===== src/rtl/fpu_add_arbiter.sv =====
// fpu_add_arbiter: round-robin arbiter sharing one combinational FP adder
// among NUM_REQ requesters. A granted request's operands are captured,
// presented to the adder for one cycle, and the registered sum is returned
// to the owning requester with a valid/ready handshake.
// Optional build macro FPU_ADD_ARB_STATS_EN adds txn_count/exc_count outputs.
module fpu_add_arbiter #(
  parameter int NUM_REQ = 4
) (
  input  logic                    clk,
  input  logic                    n_rst,
  input  logic [NUM_REQ-1:0]      req_valid,
  output logic [NUM_REQ-1:0]      req_ready,
  input  logic [NUM_REQ*32-1:0]   req_data1,
  input  logic [NUM_REQ*32-1:0]   req_data2,
  output logic [NUM_REQ-1:0]      resp_valid,
  input  logic [NUM_REQ-1:0]      resp_ready,
  output logic [31:0]             resp_result,
  output logic                    resp_overflow,
  output logic                    resp_underflow,
  output logic [31:0]             add_data1,
  output logic [31:0]             add_data2,
  input  logic [31:0]             add_result,
  input  logic                    add_overflow,
  input  logic                    add_underflow,
  output logic                    busy
`ifdef FPU_ADD_ARB_STATS_EN
  ,
  output logic [15:0]             txn_count,
  output logic [15:0]             exc_count
`endif
);

  localparam int ID_W = $clog2(NUM_REQ);

  typedef enum logic [1:0] {
    IDLE = 2'd0,
    EXEC = 2'd1,
    RESP = 2'd2
  } state_t;

  state_t          state;
  logic [31:0]     op1;
  logic [31:0]     op2;
  logic [31:0]     res_val;
  logic            res_ovf;
  logic            res_unf;
  logic [ID_W-1:0] gid;
  logic [ID_W-1:0] last_grant;

  logic            found;
  logic [ID_W-1:0] winner;
  logic [ID_W-1:0] cand_id;
  int              cand_int;

  // The adder always sees the captured operands; results are held registers.
  assign add_data1      = op1;
  assign add_data2      = op2;
  assign resp_result    = res_val;
  assign resp_overflow  = res_ovf;
  assign resp_underflow = res_unf;

  // Round-robin search starting one past the last granted requester.
  always_comb begin
    found    = 1'b0;
    winner   = '0;
    cand_int = 0;
    cand_id  = '0;
    for (int k = 1; k <= NUM_REQ; k++) begin
      cand_int = (int'(last_grant) + k) % NUM_REQ;
      cand_id  = cand_int[ID_W-1:0];
      if (!found && req_valid[cand_id]) begin
        found  = 1'b1;
        winner = cand_id;
      end
    end
  end

  // Accept is offered only while idle, and only to the round-robin winner.
  always_comb begin
    req_ready = '0;
    if (state == IDLE && found) begin
      req_ready[winner] = 1'b1;
    end
  end

  // Main transaction FSM: grant/capture, one adder cycle, hold response.
  always_ff @(posedge clk) begin
    if (!n_rst) begin
      state      <= IDLE;
      op1        <= '0;
      op2        <= '0;
      res_val    <= '0;
      res_ovf    <= 1'b0;
      res_unf    <= 1'b0;
      gid        <= '0;
      last_grant <= ID_W'(NUM_REQ - 1);
      resp_valid <= '0;
      busy       <= 1'b0;
    end else begin
      case (state)
        IDLE: begin
          if (found) begin
            op1        <= req_data1[{winner, 5'b00000} +: 32];
            op2        <= req_data2[{winner, 5'b00000} +: 32];
            gid        <= winner;
            last_grant <= winner;
            state      <= EXEC;
            busy       <= 1'b1;
          end
        end
        EXEC: begin
          res_val    <= add_result;
          res_ovf    <= add_overflow;
          res_unf    <= add_underflow;
          resp_valid <= NUM_REQ'(1) << gid;
          state      <= RESP;
        end
        RESP: begin
          if (resp_ready[gid]) begin
            resp_valid <= '0;
            busy       <= 1'b0;
            state      <= IDLE;
          end
        end
        default: begin
          resp_valid <= '0;
          busy       <= 1'b0;
          state      <= IDLE;
        end
      endcase
    end
  end

`ifdef FPU_ADD_ARB_STATS_EN
  // Saturating counters of completed responses and those carrying a flag.
  always_ff @(posedge clk) begin
    if (!n_rst) begin
      txn_count <= '0;
      exc_count <= '0;
    end else if (state == RESP && resp_ready[gid]) begin
      if (txn_count != 16'hFFFF) begin
        txn_count <= txn_count + 16'd1;
      end
      if ((res_ovf || res_unf) && exc_count != 16'hFFFF) begin
        exc_count <= exc_count + 16'd1;
      end
    end
  end
`endif

endmodule

===== config.mk =====
export PLATFORM = sky130hd
export DESIGN_NAME = fpu_add_arbiter
export DESIGN_NICKNAME = d
export VERILOG_FILES = /design/src/rtl/fpu_add_arbiter.sv
export SDC_FILE = /design/constraint.sdc
export NUM_CORES = 1
export LEC_CHECK = 0
export BUFFER_PORTS_ARGS = -buffer_cell sky130_fd_sc_hd__buf_4
export CORE_AREA = 2 2 159 161
export DETAILED_ROUTE_END_ITERATION = 10
export DIE_AREA = 0 0 161 163
export PLACE_DENSITY = 0.54
export SYNTH_ARGS = -nofsm -noshare
export SYNTH_HDL_FRONTEND = slang
export SYNTH_SLANG_ARGS = --single-unit

===== constraint.sdc =====
create_clock -name clk -period 1.95 [get_ports clk]
set_input_delay 0.39 -clock clk [delete_from_list [all_inputs] [get_ports clk]]
set_output_delay 0.39 -clock clk [all_outputs]
set_load 0.05 [all_outputs]

== Word-level counts from Yosys, hierarchy flattened ==
Cells that the tools add are included.
Word-level totals
  flip-flop bits (word level): 109
  output and inout port bits: 107
  bits of input ports: 300
  word-level logic and storage cells: 72
Operators by class
  shifts and indexed selects: 3
  bitwise operators: 2
  reduce and logical (&&, ||, !) cells: 13
  eq/ne operators: 4
  $add $sub $neg: 4
  $lt $le $gt $ge: 7
  mux-type cells: 29
Operators with widths (number)
  $shiftx 128x8->32: 2
  $lt 2x3->1 const B: 6
  $mux 1: 12
  $mux 2: 6
  $pmux 4 s3: 1
  $bmux 1 s2: 5
  $mux 4: 2
  $pmux 2 s3: 1
  $reduce_and 2->1: 3
  $logic_and 1x1->1: 5
  $add 2x1->2 const B: 2
  $add 2x2->2 const B: 2
  $ne 2x2->1 const B: 2
  $shl 1x2->4 const A: 1
  $logic_not 1->1: 3
  $pmux 1 s3: 1
  $reduce_and 3->1: 1
  $demux 1 s2: 1
  $eq 2x1->1 const B: 1
  $eq 2x2->1 const B: 1
  $ge 2x1->1 const B: 1
  $logic_not 2->1: 1
  $not 1->1: 2

== Logic depth before layout (Yosys ltp) ==
Gate-level depths: netlist of run 1.
  depth in word-level cells: 18
  depth in mapped cells: 8
  mapped depth without buffers: 5

== Worst setup path after synthesis of run 1 ==
Ideal clock, no wire load.
  path type: input to output
  start point: input port req_valid[3]
  end point: output port req_ready[0]
  arrival: 2.419 ns
  stages: 6
  buffers on the path: 2
  required time: 1.560 ns
  setup slack: -0.859 ns
  cells stage by stage: nor2b_1 > o21ai_1 > buf_2 > clkbuf_1 > nand3_1 > nor3_1
Between the ends
  longest elaborated chain between the ends: 17
  elaborated cells between the ends (all ways): 29
  those cells by class: 2 x order compare; 19 x mux; 8 x reduce/logical
Ends and longest elaborated chain
  start: declaration: RTL line 11  | input logic [NUM_REQ-1:0] req_valid,
  $bmux 1 s2: RTL line 71  | if (!found && req_valid[cand_id]) begin
  $mux 1 (not written as such): RTL line 71
  $mux 1: RTL line 71
  $logic_not 1->1: RTL line 71
  $logic_and 1x1->1: RTL line 71
  $mux 1: RTL line 71
  $logic_not 1->1: RTL line 71
  $logic_and 1x1->1: RTL line 71
  $mux 1: RTL line 71
  $logic_not 1->1: RTL line 71
  $logic_and 1x1->1: RTL line 71
  $mux 2: RTL line 71
  $lt 2x3->1 (not written as such) or $ge 2x1->1 (tied branches): RTL line 82  | req_ready[winner] = 1'b1;
  $logic_and 1x1->1 (not written as such): RTL line 82
  $mux 1 (not written as such): RTL line 82
  $demux 1 s2: RTL line 82
  $mux 4 (*): RTL line 81  | if (state == IDLE && found) begin
  end: declaration: RTL line 12  | output logic [NUM_REQ-1:0] req_ready,
Mark *: on every way between the ends. The rest lies on a longest branch, timed or not. The select of a mux whose other input is x is not followed.

== Worst setup path in the final report of run 1 ==
  start point: register last_grant[0]
  end point: output port req_ready[2]
Between the ends
  longest elaborated chain between the ends: 18
  elaborated cells between the ends (all ways): 33
  those cells by class: 4 x add/sub; 2 x order compare; 19 x mux; 8 x reduce/logical
Ends and longest elaborated chain
  start: declaration: RTL line 48  | logic [ID_W-1:0] last_grant;
  start signal: assignment: RTL line 96  | last_grant <= ID_W'(NUM_REQ - 1);
  start signal: assignment: RTL line 106  | last_grant <= winner;
  $add 2x1->2: RTL line 69  | cand_int = (int'(last_grant) + k) % NUM_REQ;
  $bmux 1 s2: RTL line 71
  $mux 1 (not written as such): RTL line 71
  $mux 1: RTL line 71
  $logic_not 1->1: RTL line 71
  $logic_and 1x1->1: RTL line 71
  $mux 1: RTL line 71
  $logic_not 1->1: RTL line 71
  [... 2 more ...]
  $logic_not 1->1: RTL line 71
  $logic_and 1x1->1: RTL line 71
  $mux 2: RTL line 71
  $lt 2x3->1 (not written as such) or $ge 2x1->1 (tied branches): RTL line 82
  $logic_and 1x1->1 (not written as such): RTL line 82
  $mux 1 (not written as such): RTL line 82
  $demux 1 s2: RTL line 82
  $mux 4 (*): RTL line 81
Marks and branches as above.

==> out/metrics.yaml, run 1 <==
status: "finished, violations left"
violations: "negative setup slack"
areaGrowthSynthToFinish_pct: 73.7
slew_headroom: 0.703
synth_nets: 1026
hold_buffers: 0
viasPerCell: 4.77
routabilityCongestion: 0.838
place_ws_ns: -0.0431
drc: 0
maxCapViolCount: 0
ys_seq_area_frac: 0.368
grt_overflow_total: 0
synth-edff-count: 0
io_pins: 407
skew_ns: 0.0201
cp_max_fo: 4
clockRootBuffer: "clkbuf_16"
grt_pass1_vias: 6987
critPathCapture: "req_ready[2]"
dpl.hpwl_um: 18700
hold_violations: 0
ant_nets: 0
min-delay-path-class: "in -> reg"
die_w_um: 161
wirelength_um: 25700
cts_buffers: 9
period_minus_slack_ns: 2.00
worst_slew_pin_slew_ns: 0.445
synth_xor_area_frac: 0
maxSlewViolCount: 0
rsz0062_at_grt: "yes"
startpoint: "last_grant[0]$_SDFFE_PN1P_"
grt_max_degree: 110
worst-setup-path-type: "reg -> out"
critPathCaptureType: "output port"
die_y_um: 163
setup_tns_ns: -0.162
ys_types: 33
synth_mux_area_frac: 0.112
core_area_um2: 24700
power_density_nw_per_um2: 864
cts_sinks: 109
vdd_drop_max_mv: 0.348
final_core_util: 0.418
n_fill_cell: 2558
synthFlopType: "dfxtp_1"
vias: 7029
setup_violations: 4
drtIter0Drc: 299
synthAdderAreaFrac: 0
n_antenna_cell: 0
dp_cells: 1450
dieArea_um2: 26200
yosys-top-cells-area: "dfxtp_1 37%, a211oi_1 16%, mux2i_1 11%"
synth_area_per_cell_um2: 8.18
r2r_setup_slack_ns: 0.12
r2r-start: "last_grant[0]$_SDFFE_PN1P_"
start_util: 0.241
grt_pass1_wl_um: 38500
grt_use_total: 0.186
critPathArrivalTime_ns: 1.61
netlist.area_leader.share: 0.368
worst-r2r-cell-count: 8
antenna_found_initial: 0
power.leakage_nw: 4.84
cts_tree: "yes"
syn_inst: 726
synth_top_family_by_area: "compound AO/OA/AOI/OAI gates"
yosysWarningCount: 0
htreeDepth: 3
max_freq_mhz: 501
fin_crit_sh: 1.02
rows: 58
syn_area_um2: 5940
clkTransAtPathRegs_ns: 0.08
synth_largest_area_cell: "dfxtp_1"
layoutNonFillerInstCount: 1474
synth-compound-area-share: 0.349
fin_ws_ns: -0.0451
wl_per_cell_um: 17.4
start_kind: "flip-flop"
io_buffer_count: 406
drive_gt1_frac: 0.456
drtPass1Iterations: 4
yosys.area_share.simple: 0.0731
synthArstFlopShare: 0
synth_seq_cells: 109
clkLatencyLatePin_ns: 0.36
ctsLongestPathBuffers: 2
fin_nets: 1439
holdWs_ns: 0.290
critPathRequiredTime_ns: 1.56
r2r_end: "add_data2[27]$_SDFFE_PN0P_"
-- cell families (layout without fill, tap and decap cells) --
| family | Yosys count | after routing |
|---|---|---|
| mux | 65 | 65 |
| simple gates | 103 | 103 |
| flops | 109 | 109 |
| compound gates | 309 | 309 |
| buf+inv | 140 | 558 |
-- through the flow --
stage / cell area [µm²] / total power, mW
after floorplan: 6010 / 5.21
after CTS: 10200 / 8.97
after global placement: 9820 / 6.96
final: 10300 / 8.91
after detailed placement: 9820 / 6.98
after global routing: 10300 / 9.37
-- cells in the mapped netlist, drive strengths merged, types with 2 or more instances --
library cell	count
nor2b	10
a21boi	35
and2	2
o21ai	70
nor2	10
mux2i	64
inv	64
a31oi	64
a21oi	4
clkbuf	52
a211oi	128
dfxtp	109
o211ai	2
nand3	2
nand2	72
nor3	3
buf	24
-- worst min-delay path by stage --
| stage | start | endpoint | cells past startpoint |
|---|---|---|---|
| global route | add_result[19] | resp_result[19]$_SDFFE_PN0P_ | 3 |
| floorplan | last_grant[1]$_SDFFE_PN1P_ | last_grant[1]$_SDFFE_PN1P_ | 2 |
| detailed placement | resp_result[2]$_SDFFE_PN0P_ | resp_result[2]$_SDFFE_PN0P_ | 2 |
| CTS | add_result[3] | resp_result[3]$_SDFFE_PN0P_ | 3 |
| finish | add_result[4] | resp_result[4]$_SDFFE_PN0P_ | 3 |
| global placement | resp_result[8]$_SDFFE_PN0P_ | resp_result[8]$_SDFFE_PN0P_ | 2 |
-- worst max-delay path, stage by stage, from the launching register on --
cell	delay (ns)
dfxtp_4	0.36
nand3b_1	0.16
o211ai_1	0.11
o211ai_1	0.19
clkbuf_16	0.20
nor2_4	0.09
buf_8	0.15
-- timing repair --
action,4_1_cts,5_1_grt
pin swaps,3,6
resized for setup,14,12
endpoints found under the setup margin,4,28
buffers inserted,5,2
gates cloned,2,0
-- per-layer routing --
layer / routed length (µm) / global-route usage
met5: 0 / 0
met3: 2030 / 0.0476
met1: 10500 / 0.226
met4: 541 / 0.0528
met2: 12500 / 0.323
-- flip-flops by register name, summed over array words and instances, names as in the netlist --
register / count
add_data1: 32
add_data2: 32
busy: 1
gid: 2
last_grant: 2
resp_overflow: 1
resp_result: 32
resp_underflow: 1
resp_valid: 4
state: 2
-- final cells by class --
cell class	count	area (µm²)	area share
Clock buffer	9	225	0.0218
Clock inverter	7	57.6	0.00558
Inverter	64	240	0.0233
Multi-Input combinational cell	477	3330	0.323
Sequential cell	109	2190	0.212
Tap cell	330	413	0.0400
Timing Repair Buffer	478	3860	0.374
-- report_power, final --
group          internal (mW)  switching [mW]
combinational           1.76            2.56
clock                  0.892           0.962
sequential              2.55           0.183
total                   5.20            3.71
-- cell usage in the layout (no fill, tap or decap), types with 2 or more instances in the layout --
cell type / n
clkbuf_16: 10
o21ai_1: 3
o21ai_0: 65
bufbuf_16: 2
a211oi_2: 7
buf_12: 14
nor2_1: 6
a21oi_1: 4
nand2_1: 72
buf_6: 5
nor2_4: 4
inv_1: 64
buf_4: 455
clkinv_2: 2
a31oi_1: 64
o21ai_4: 2
dfxtp_1: 107
nor2b_2: 2
o211ai_1: 2
nor2b_1: 7
and2_1: 2
nor3_4: 2
inv_8: 2
a211oi_1: 121
mux2i_1: 64
a21boi_0: 34
Power figures use the tool's default switching activity.
==> inputs of run 2 (changes only) <==
--- a/config.mk
+++ b/config.mk
@@ -6,10 +6,12 @@
 export NUM_CORES = 1
 export LEC_CHECK = 0
 export BUFFER_PORTS_ARGS = -buffer_cell sky130_fd_sc_hd__buf_4
-export CORE_AREA = 2 2 159 161
+export CELL_PAD_IN_SITES_DETAIL_PLACEMENT = 2
+export CELL_PAD_IN_SITES_GLOBAL_PLACEMENT = 2
+export CORE_MARGIN = 2
+export CORE_UTILIZATION = 21
 export DETAILED_ROUTE_END_ITERATION = 10
-export DIE_AREA = 0 0 161 163
-export PLACE_DENSITY = 0.54
+export PLACE_DENSITY = 0.82
 export SYNTH_ARGS = -nofsm -noshare
 export SYNTH_HDL_FRONTEND = slang
 export SYNTH_SLANG_ARGS = --single-unit
==> out/metrics.yaml, run 2 (same netlist as run 1, synthesis figures left out) <==
start_util: 0.214  # was 0.241
cts_buffers: 9  # unchanged
slew_headroom: 0.707  # was 0.703
grt_overflow_total: 0  # unchanged
path_cells: "nor2b_4, o211ai_1, o211ai_1, clkbuf_16, nor2_4, buf_8"  # was nand3b_1, o211ai_1, o211ai_1, clkbuf_16, nor2_4, buf_8
cp_slowest_stage_delay_ns: 0.39  # was 0.36 ns
maxSlewViolCount: 0  # unchanged
drtPass1Iterations: 4  # unchanged
grt_max_degree: 61  # was 110
die_y_um: 172  # was 163 µm
rows: 61  # was 58
critPathCaptureType: "output port"  # unchanged
holdWs_ns: 0.285  # was 0.290 ns
io_pins: 407  # unchanged
wl_per_cell_um: 20.7  # was 17.4 µm
io_buffer_count: 406  # unchanged
setup_tns_ns: -0.316  # was -0.162 ns
core_area_um2: 27800  # was 24700 µm²
worst_path_max_delay_cell: "dfxtp_4"  # unchanged
areaGrowthSynthToFinish_pct: 76.3  # was 73.7%
viasPerCell: 4.85  # was 4.77
grt_pass1_wl_um: 46300  # was 38500 µm
clkTransAtPathRegs_ns: 0.09  # was 0.08 ns
routabilityCongestion: 0.797  # was 0.838
ctsLongestPathBuffers: 2  # unchanged
status: "finished, violations left"  # unchanged
dpl.hpwl_um: 23800  # was 18700 µm
start_kind: "flip-flop"  # unchanged
ant_nets: 0  # unchanged
n_antenna_cell: 0  # unchanged
layoutNonFillerInstCount: 1506  # was 1474
drive_gt1_frac: 0.477  # was 0.456
maxCapViolCount: 0  # unchanged
cts_sinks: 109  # unchanged
multi_input_comb_area_um2: 3500  # was 3330 µm²
critPathArrivalTime_ns: 1.70  # was 1.61 ns
worst_slew_pin_slew_ns: 0.440  # was 0.445 ns
min-delay-path-class: "in -> reg"  # unchanged
clkLatencyLatePin_ns: 0.36  # about the same
wirelength_um: 31200  # was 25700 µm
worst-setup-path-type: "reg -> out"  # unchanged
vdd_drop_max_mv: 0.336  # was 0.348 mV
rsz0062_at_grt: "yes"  # unchanged
grt_use_total: 0.202  # was 0.186
vias: 7300  # was 7029
die_w_um: 172  # was 161 µm
clockRootBuffer: "clkbuf_16"  # unchanged
antenna_found_initial: 0  # unchanged
fin_crit_sh: 1.07  # was 1.02
cts_tree: "yes"  # unchanged
final_core_util: 0.377  # was 0.418
htreeDepth: 3  # unchanged
final_common_cell: "buf_4"  # unchanged
fin_nets: 1423  # was 1439
fin_ws_ns: -0.143  # was -0.0451 ns
max_freq_mhz: 478  # was 501 MHz
grt_pass1_vias: 8123  # was 6987
drtIter0Drc: 196  # was 299
dp_cells: 1486  # was 1450
cp_max_fo: 4  # unchanged
hold_violations: 0  # unchanged
skew_ns: 0.0134  # was 0.0201 ns
critPathRequiredTime_ns: 1.56  # about the same
n_fill_cell: 3219  # was 2558
period_minus_slack_ns: 2.09  # was 2.00 ns
final-seq-area_um2: 2190  # about the same
critPathMostFrequentCell: "o211ai_1"  # unchanged
violations: "negative setup slack"  # unchanged
path_buf_inv: 2  # unchanged
dieArea_um2: 29600  # was 26200 µm²
power_density_nw_per_um2: 883  # was 864 nW/µm²
drc: 0  # unchanged
cp_top_family: "compound AO/OA/AOI/OAI gates"  # was flip-flops
setup_violations: 3  # was 4
power.leakage_nw: 4.81  # was 4.84 nW
layout_common_cells: "437 x buf_4, 106 x dfxtp_1, 90 x a211oi_1, 72 x nand2_1, 65 x o21ai_0"  # was 455 x buf_4, 121 x a211oi_1, 107 x dfxtp_1, 72 x nand2_1, 65 x o21ai_0
==> run 2: worst register-to-register path, delay by kind of cell (launching register included) <==
family                 cells  cell delay, ns
AO/OA/AOI/OAI              4            0.83
buffers and inverters      3            0.55
flip-flops                 1            0.39
AND/OR/NAND/NOR            1            0.05
==> run 2: repair_timing <==
action,4_1_cts,5_1_grt
resized for setup,15,44
endpoints found under the setup margin,4,32
hold buffers,0,0
gates cloned,0,0
buffers inserted,3,1
pin swaps,5,4
==> run 2: worst paths after layout <==
path / from / end / slack (ns) / cells past startpoint
max: last_grant[0]$_SDFFE_PN1P_ / req_ready[2] / -0.14 / 6
min: add_result[9] / resp_result[9]$_SDFFE_PN0P_ / 0.29 / 3
min reg2reg: resp_result[8]$_SDFFE_PN0P_ / resp_result[8]$_SDFFE_PN0P_ / 0.47 / 2
max reg2reg: last_grant[0]$_SDFFE_PN1P_ / add_data2[27]$_SDFFE_PN0P_ / 0.03 / 8
==> run 2: through the flow <==
stage                     setup WS, ns  total power, mW  cell area [µm²]
after floorplan                -0.0469             5.21             6010
after global placement         -0.0822             6.97             9850
after detailed placement        -0.135             7.08             9850
after CTS                       -0.129             9.24            10200
after global routing            -0.237             9.72            10500
final                           -0.143             9.23            10500
==> run 2: where the power goes <==
group          internal [mW]  switching (mW)  total, mW  leakage [nW]
Sequential              2.56           0.195       2.75         0.902
Clock                   1.04            1.02       2.06         0.155
Combinational           1.72            2.70       4.42          3.75
Total                   5.31            3.92       9.23          4.81
==> run 2: final cells by class <==
class                           count  share of cell area
Inverter                           64              0.0230
Timing Repair Buffer              462               0.358
Tap cell                          378              0.0452
Multi-Input combinational cell    477               0.335
Sequential cell                   109               0.209
Clock buffer                        9              0.0215
Clock inverter                      7             0.00837
==> run 2: routing by layer <==
metal	part of all wire	track usage
met1	0.39	0.224
met2	0.52	0.381
met3	0.076	0.0593
met4	0.014	0.0420
met5	0	0
==> inputs of run 3 (changes only) <==
--- a/config.mk
+++ b/config.mk
@@ -8,6 +8,7 @@
 export BUFFER_PORTS_ARGS = -buffer_cell sky130_fd_sc_hd__buf_4
 export CELL_PAD_IN_SITES_DETAIL_PLACEMENT = 2
 export CELL_PAD_IN_SITES_GLOBAL_PLACEMENT = 2
+export CORE_ASPECT_RATIO = 1.2
 export CORE_MARGIN = 2
 export CORE_UTILIZATION = 21
 export DETAILED_ROUTE_END_ITERATION = 10
==> constraint.sdc (replaced) <==
create_clock -name clk -period 2.23 [get_ports clk]
set_input_delay 0.446 -clock clk [delete_from_list [all_inputs] [get_ports clk]]
set_output_delay 0.446 -clock clk [all_outputs]
set_load 0.05 [all_outputs]
==> out/metrics.yaml, run 3 (same netlist as run 1, synthesis figures left out) <==
dpl.hpwl_um: 22500  # was 23800 µm
power.leakage_nw: 4.62  # was 4.81 nW
critPathRequiredTime_ns: 1.78  # was 1.56 ns
dieArea_um2: 29600  # about the same
period_minus_slack_ns: 2.16
critPathArrivalTime_ns: 1.71  # was 1.70 ns
io_pins: 407  # unchanged
final_common_cell: "buf_4"  # unchanged
drive_gt1_frac: 0.430  # was 0.477
n_fill_cell: 3209  # was 3219
pwr-share-comb: 0.452  # was 0.479
drtIter0Drc: 221  # was 196
worst_slew_pin_slew_ns: 0.465  # was 0.440 ns
r2r_end: "add_data2[3]$_SDFFE_PN0P_"  # was add_data2[27]$_SDFFE_PN0P_
grt_use_total: 0.200  # was 0.202
clockRootBuffer: "clkbuf_16"  # unchanged
io_buffer_count: 406  # unchanged
routabilityCongestion: 0.808  # was 0.797
fin_crit_sh: 0.967
fin_nets: 1401  # was 1423
cp_max_fo: 4  # unchanged
grt_pass1_wl_um: 45900  # was 46300 µm
holdPathStages: 3  # unchanged
vias: 7179  # was 7300
worst-r2r-cell-count: 7  # was 8
setup_violations: 0  # was 3
final_core_util: 0.358  # was 0.377
clkTransAtPathRegs_ns: 0.08  # was 0.09 ns
multi_input_comb_area_um2: 3260  # was 3500 µm²
critPathCapture: "req_ready[3]"  # was req_ready[2]
slew_headroom: 0.690  # was 0.707
skew_ns: 0.0122  # was 0.0134 ns
r2r-start: "last_grant[0]$_SDFFE_PN1P_"  # unchanged
holdWs_ns: 0.340  # was 0.285 ns
layout_common_cells: "426 x buf_4, 128 x a211oi_1, 107 x dfxtp_1, 72 x nand2_1, 65 x o21ai_0"  # was 437 x buf_4, 106 x dfxtp_1, 90 x a211oi_1, 72 x nand2_1, 65 x o21ai_0
finalPower_mw: 7.93  # was 9.23 mW
power_density_nw_per_um2: 796  # was 883 nW/µm²
wirelength_um: 30000  # was 31200 µm
drtPass1Iterations: 4  # unchanged
core_area_um2: 27800  # about the same
areaGrowthSynthToFinish_pct: 68.0  # was 76.3%
antenna_found_initial: 0  # unchanged
htreeDepth: 3  # unchanged
grt_pass1_vias: 8079  # was 8123
swShare: 0.409  # was 0.425
seq_power_share: 0.303  # was 0.298
startpoint: "last_grant[0]$_SDFFE_PN1P_"  # unchanged
rows: 67  # was 61
start_util: 0.213  # was 0.214
maxSlewViolCount: 0  # unchanged
viasPerCell: 4.83  # was 4.85
n_antenna_cell: 0  # unchanged
r2r_setup_slack_ns: 0.35  # was 0.03 ns
cts_tree: "yes"  # unchanged
drc: 0  # unchanged
min-delay-path-class: "in -> reg"  # unchanged
status: "completed"  # was finished, violations left
ctsLongestPathBuffers: 2  # unchanged
clkLatencyLatePin_ns: 0.36  # about the same
worst-setup-path-type: "reg -> out"  # unchanged
p_clk_frac: 0.245  # was 0.223
ant_nets: 0  # unchanged
grt_overflow_total: 0  # unchanged
critPathCaptureType: "output port"  # unchanged
die_w_um: 157  # was 172 µm
hold_violations: 0  # unchanged
maxCapViolCount: 0  # unchanged
p_int_mw: 4.69  # was 5.31 mW
die_y_um: 188  # was 172 µm
wl_per_cell_um: 20.2  # was 20.7 µm
cts_buffers: 9  # unchanged
cts_sinks: 109  # unchanged
start_kind: "flip-flop"  # unchanged
max_freq_mhz: 464
grt_max_degree: 110  # was 61
vdd_drop_max_mv: 0.334  # was 0.336 mV
final-seq-area_um2: 2180  # was 2190 µm²
p_sw_mw: 3.24  # was 3.92 mW
## run 3: changes by cell type in the layout (fill, tap and decap cells not counted), sizes merged
cell	previous run	this run
buf	461	440
bufinv	1	3
clkinv	1	0
inv	69	67
## run 3: stage by stage
step	worst slack (ns)	instances	setup TNS, ns	instance area [µm²]
floorplan	-0.147	726	-0.407	5960
global placement	0.0361	1468	0	9590
detailed placement	0.0116	1468	0	9590
CTS	0.000359	1484	0	9940
global route	-0.0679	1485	-0.130	9970
finish	0.0727	1485	0	9970
## run 3: final cells by class
| type | count | area share |
|---|---|---|
| timing repair buffer | 440 | 0.347 |
| multi-input combinational | 477 | 0.327 |
| clock buffer | 10 | 0.0230 |
| inverter | 64 | 0.0241 |
| clock inverter | 6 | 0.0117 |
| tap | 379 | 0.0476 |
| sequential | 109 | 0.219 |
## run 3: worst min path at each step
stage	slack, ns	endpoint	start
2_1_floorplan	0.48	last_grant[1]$_SDFFE_PN1P_	last_grant[1]$_SDFFE_PN1P_
3_3_place_gp	0.45	resp_result[11]$_SDFFE_PN0P_	resp_result[11]$_SDFFE_PN0P_
3_5_place_dp	0.46	resp_result[30]$_SDFFE_PN0P_	resp_result[30]$_SDFFE_PN0P_
4_1_cts	0.32	resp_result[19]$_SDFFE_PN0P_	add_result[19]
5_1_grt	0.33	resp_result[5]$_SDFFE_PN0P_	add_result[5]
6_report	0.34	resp_result[10]$_SDFFE_PN0P_	add_result[10]
## run 3: routing by layer
| metal | wire (µm) | vias up | global-route usage |
|---|---|---|---|
| met2 | 15500 | 273 | 0.360 |
| li1 | - | 3392 | - |
| met5 | 0 | - | 0 |
| met4 | 954 | 0 | 0.0741 |
| met1 | 11400 | 3468 | 0.221 |
| met3 | 2090 | 46 | 0.0545 |
## run 3: worst max-delay path, cell delays in order, from the launching register on
cell	delay (ns)
dfxtp_2	0.38
nor2b_2	0.07
o211ai_1	0.25
o211ai_1	0.17
buf_4	0.21
nor2_4	0.10
buf_6	0.16
## run 3: power groups by stage
stage / Sequential (mW) / Clock, mW / Combinational (mW)
floorplan: 3.34 / 0 / 1.19
global placement: 2.43 / 0 / 3.53
detailed placement: 2.45 / 0 / 3.59
CTS: 2.41 / 2.01 / 3.61
global route: 2.44 / 2.09 / 3.82
finish: 2.41 / 1.94 / 3.58
## run 3: timing repair
| item | in CTS | in global routing |
|---|---|---|
| pin swaps | 0 | 2 |
| setup endpoints to repair | 3 | 4 |
| hold buffers | 0 | 0 |
| buffers inserted | 0 | 1 |
| gates resized for setup | 3 | 7 |
